$ cat config.mk
export PLATFORM = sky130hd
export DESIGN_NAME = alu_arbiter
export DESIGN_NICKNAME = d
export VERILOG_FILES = /design/src/rtl/alu_arbiter.sv
export SDC_FILE = /design/constraint.sdc
export NUM_CORES = 1
export LEC_CHECK = 0
export BUFFER_PORTS_ARGS = -buffer_cell sky130_fd_sc_hd__buf_2
export CAP_MARGIN = 20
export CORE_UTILIZATION = 43
export DETAILED_ROUTE_END_ITERATION = 12
export PLACE_DENSITY = 0.83
export SLEW_MARGIN = 20
export SYNTH_ARGS = -nofsm -noshare
export SYNTH_HDL_FRONTEND = slang
export SYNTH_SLANG_ARGS = --single-unit
export TNS_END_PERCENT = 50
$ cat constraint.sdc
create_clock -name clk -period 1.6 [get_ports clk]
set_clock_uncertainty 0.2 [all_clocks]
set_input_delay 0.08 -clock clk [delete_from_list [all_inputs] [get_ports clk]]
set_output_delay 0.08 -clock clk [all_outputs]
set_load 0.02 [all_outputs]
$ cat src/rtl/alu_arbiter.sv
// Round-robin arbiter that shares one external combinational ALU between two
// requesters using a four-phase req/done handshake.
module alu_arbiter #(
    parameter int WIDTH = 32,
    parameter int SEL_W = 2
) (
    input  logic             clk,
    input  logic             reset,
    input  logic             req0,
    input  logic [WIDTH-1:0] entradaA0,
    input  logic [WIDTH-1:0] entradaB0,
    input  logic [SEL_W-1:0] sel0,
    input  logic             req1,
    input  logic [WIDTH-1:0] entradaA1,
    input  logic [WIDTH-1:0] entradaB1,
    input  logic [SEL_W-1:0] sel1,
    output logic [WIDTH-1:0] alu_entradaA,
    output logic [WIDTH-1:0] alu_entradaB,
    output logic [SEL_W-1:0] alu_sel,
    input  logic [WIDTH-1:0] alu_out,
    output logic [WIDTH-1:0] resultado,
    output logic             done0,
    output logic             done1,
    output logic             busy,
    output logic             grant_id
);

    localparam logic [1:0] IDLE = 2'd0;
    localparam logic [1:0] EXEC = 2'd1;
    localparam logic [1:0] RESP = 2'd2;

    logic [1:0]       state_reg, state_next;
    logic             ultimo_reg, ultimo_next;
    logic             grant_reg, grant_next;
    logic [WIDTH-1:0] a_reg, a_next;
    logic [WIDTH-1:0] b_reg, b_next;
    logic [SEL_W-1:0] sel_reg, sel_next;
    logic [WIDTH-1:0] res_reg, res_next;
    logic [1:0]       done_reg, done_next;

    logic [1:0]       req_vec;
    logic [1:0]       win_vec;
    logic [WIDTH-1:0] opa_arr [2];
    logic [WIDTH-1:0] opb_arr [2];
    logic [SEL_W-1:0] sel_arr [2];

    assign req_vec    = {req1, req0};
    assign opa_arr[0] = entradaA0;
    assign opa_arr[1] = entradaA1;
    assign opb_arr[0] = entradaB0;
    assign opb_arr[1] = entradaB1;
    assign sel_arr[0] = sel0;
    assign sel_arr[1] = sel1;

    genvar gi;
    generate
        for (gi = 0; gi < 2; gi++) begin : g_req
            // A requester wins when alone, or on a tie when it was not the last one served.
            assign win_vec[gi] = req_vec[gi] & (~req_vec[1-gi] | (ultimo_reg != 1'(gi)));
        end
    endgenerate

    always_comb begin
        state_next  = state_reg;
        ultimo_next = ultimo_reg;
        grant_next  = grant_reg;
        a_next      = a_reg;
        b_next      = b_reg;
        sel_next    = sel_reg;
        res_next    = res_reg;
        done_next   = done_reg;
        case (state_reg)
            IDLE: begin
                if (|win_vec) begin
                    grant_next  = win_vec[1];
                    ultimo_next = win_vec[1];
                    a_next      = opa_arr[win_vec[1]];
                    b_next      = opb_arr[win_vec[1]];
                    sel_next    = sel_arr[win_vec[1]];
                    state_next  = EXEC;
                end
            end
            EXEC: begin
                res_next   = alu_out;
                done_next  = grant_reg ? 2'b10 : 2'b01;
                state_next = RESP;
            end
            RESP: begin
                // Hold the result until the served requester releases its request.
                if (!req_vec[grant_reg]) begin
                    done_next  = 2'b00;
                    state_next = IDLE;
                end
            end
            default: begin
                done_next  = 2'b00;
                state_next = IDLE;
            end
        endcase
    end

    always_ff @(posedge clk) begin
        if (reset) begin
            state_reg  <= IDLE;
            ultimo_reg <= 1'b1;
            grant_reg  <= 1'b0;
            a_reg      <= '0;
            b_reg      <= '0;
            sel_reg    <= '0;
            res_reg    <= '0;
            done_reg   <= 2'b00;
        end else begin
            state_reg  <= state_next;
            ultimo_reg <= ultimo_next;
            grant_reg  <= grant_next;
            a_reg      <= a_next;
            b_reg      <= b_next;
            sel_reg    <= sel_next;
            res_reg    <= res_next;
            done_reg   <= done_next;
        end
    end

    assign alu_entradaA = a_reg;
    assign alu_entradaB = b_reg;
    assign alu_sel      = sel_reg;
    assign resultado    = res_reg;
    assign done0        = done_reg[0];
    assign done1        = done_reg[1];
    assign grant_id     = grant_reg;
    assign busy         = (state_reg != IDLE);

endmodule
==> impl_metrics.toml <==
[run_status]
outcome = "complete, but fails checks"
violations = "setup timing"

[synthesis]
syn_area_um2 = 4450
synth.top_cell.area_share = 0.467
ys_ff_latch = 104
netlist_instances = 548
ys_warn_count = 0
synth_cell_types = 23
synthesis.nets = 716
postSynthAreaPerCell_um2 = 8.13
ys_seq_area_frac = 0.467
synthTopCellsByArea = "dfxtp_1 (47%), nand2_1 (17%), a21oi_1 (11%)"
synth_top_cell_by_area = "dfxtp_1"

[sta]
finalHoldViolCount = 0
post-route-period-util = 1.02
setup_slack_ns = -0.0319
slew_violations = 0
fmax_mhz = 613
rsz0062_at_grt = "true"
setup_viol = 3
tightest_slew_ns = 0.349
period_needed_ns = 1.63
slew_headroom = 0.767
hold_ws_ns = 0.0888

[clock_tree]
h-tree-depth = 3
clockBufferDepth = 2
tritoncts = "done"
ctsRootBufferMaster = "clkbuf_8"
cts_buffers = 9
clock_latency_ns = 0.36
clkTransAtPathRegs_ns = 0.12
cts_sinks = 104

[floorplan]
die-area_um2 = 10800
dieHeight_um = 104
start_util = 0.449
design.portCount = 270
coreArea_um2 = 9910
placementRows = 36
die_w_um = 104

[grt]
grt_max_degree = 39
globalRouteTotalUtil = 0.348
grt_pass1_vias = 6019
grt_antenna_before_repair = 1
grt_pass1_wl_um = 30000
grt-ovfl-total = 0

[layout]
multi_input_area_um2 = 2200
fin_nets = 1133
seqCellArea_um2 = 2080
final_cell_mix = "buf_2 (267), nand2_1 (200), dlygate4sd3_1 (166)"
finalNonFillerCells = 1104
area_growth_syn_to_layout_pct = 82.8
drive_gt1_frac = 0.366
final_common_cell = "buf_2"
n_fill_cell = 538

[worst_setup_path]
critPathLaunchType = "input pin"
required_ns = 1.68
r2r_setup_slack_ns = 0.06
path_class = "input pin to flop"
cp_max_fo = 17
r2r_start = "state_reg[1]"
crit_path_end = "alu_entradaA[23]"
cpMostUsedCell = "buf_12"
cp_slowest_cell = "dlygate4sd3_1"
r2r_cells = 4
setup.worst_path.start = "req1"
max_stage_delay_ns = 0.56
end_kind = "flop"
r2r_end = "ultimo_reg"
worstPathArrival_ns = 1.71
crit_chain = "dlygate4sd3_1 > buf_6 > a21boi_4 > buf_12 > buf_12 > nand2_1 > a311oi_2"

[place]
numPortBuffers = 269
placed_cells = 912
hpwl_um = 9420
gp_congestion = 0.826

[routing]
dr.pass1.iters = 6
drt_iter0_markers = 575
routed_via_density = 5.70
vias = 6291
drt_wl_total_um = 20600
antenna_left = 0
post_drt_wl_per_cell_um = 18.7
drc = 0

[min_path]
hp-class = "input pin to flop"

[power_and_ir_drop]
power.leakage_nw = 3.72
p_per_area_nw_per_um2 = 885
ir_drop_uv = 663

[flow_run]
cap_viol_max_count = 0
==> worst min-delay path by stage <==
| stage | start | to | slack, ns | depth (start not counted) |
|---|---|---|---|---|
| 2_1_floorplan | alu_out[10] | resultado[10] | 0.02 | 2 |
| 3_3_place_gp | alu_out[25] | resultado[25] | 0.12 | 3 |
| 3_5_place_dp | alu_out[28] | resultado[28] | 0.13 | 3 |
| 4_1_cts | req0 | done_reg[0] | 0.06 | 4 |
| 5_1_grt | req0 | done_reg[0] | 0.10 | 4 |
| 6_report | req0 | done_reg[0] | 0.09 | 4 |
==> power by group <==
part	total, mW	internal [mW]	switching, mW
combinational	2.52	1.13	1.39
clock	1.65	0.616	1.03
sequential	3.04	2.87	0.170
total	7.20	4.61	2.59
==> synthesized netlist by cell type (all sizes together) <==
cell and instances:
a21boi 1, nand3b 1, buf 36, a21oi 102, nand2b 1, a21bo 1, mux2 1, inv 2
clkbuf 19, nor2 3, or2 1, dfxtp 104, nor2b 5, nand2 200, a311oi 66, o21ai 3
nor3 1, a221o 1
==> worst max-delay path: cells and delay by family <==
family	cells	cell delay [ns]
AOI/OAI and AO/OA	2	0.52
buffers and inverters	4	0.99
and+or+nand+nor	1	0.12
==> repair_timing <==
action,CTS,global route
hold buffers,167,0
endpoints found under the setup margin,0,66
gates resized for setup,0,24
buffers inserted,0,3
endpoints found under the hold margin,101,0
==> per-layer routing <==
layer	vias up	global-route usage	routed length, µm	part of all wire
met5	-	0	0	0
met3	146	0.0862	2250	0.11
met2	526	0.590	9640	0.47
met1	2868	0.383	7340	0.36
met4	0	0.239	1410	0.068
li1	2751	-	-	-
==> metrics by stage <==
stage | setup TNS, ns | utilization | total power, mW | area, µm² | setup WS [ns]
2_1_floorplan | 0 | - | 4.22 | 4450 | 0.0648
3_5_place_dp | 0 | 0.605 | 4.97 | 5990 | 0.0479
4_1_cts | 0 | 0.793 | 6.89 | 7860 | 0.0199
5_1_grt | -0.468 | 0.822 | 7.48 | 8140 | -0.0767
3_3_place_gp | 0 | 0.605 | 4.94 | 5990 | 0.0783
6_report | -0.0333 | 0.822 | 7.20 | 8140 | -0.0319
==> layout make-up <==
cell class              count  share of cell area
diodes                      1            0.000307
clock buffers               9              0.0152
clock inverters             7             0.00891
inverters                   2            0.000922
multi-input cells         387               0.271
flip-flops and latches    104               0.256
well taps                 133              0.0204
repair buffers            461               0.428
==> logic make-up after synthesis <==
logic type,synth area share
simple gates,0.185
mux,0.00253
compound gates,0.281
buf+inv,0.0632
flops,0.467
Power figures use the tool's default switching activity.
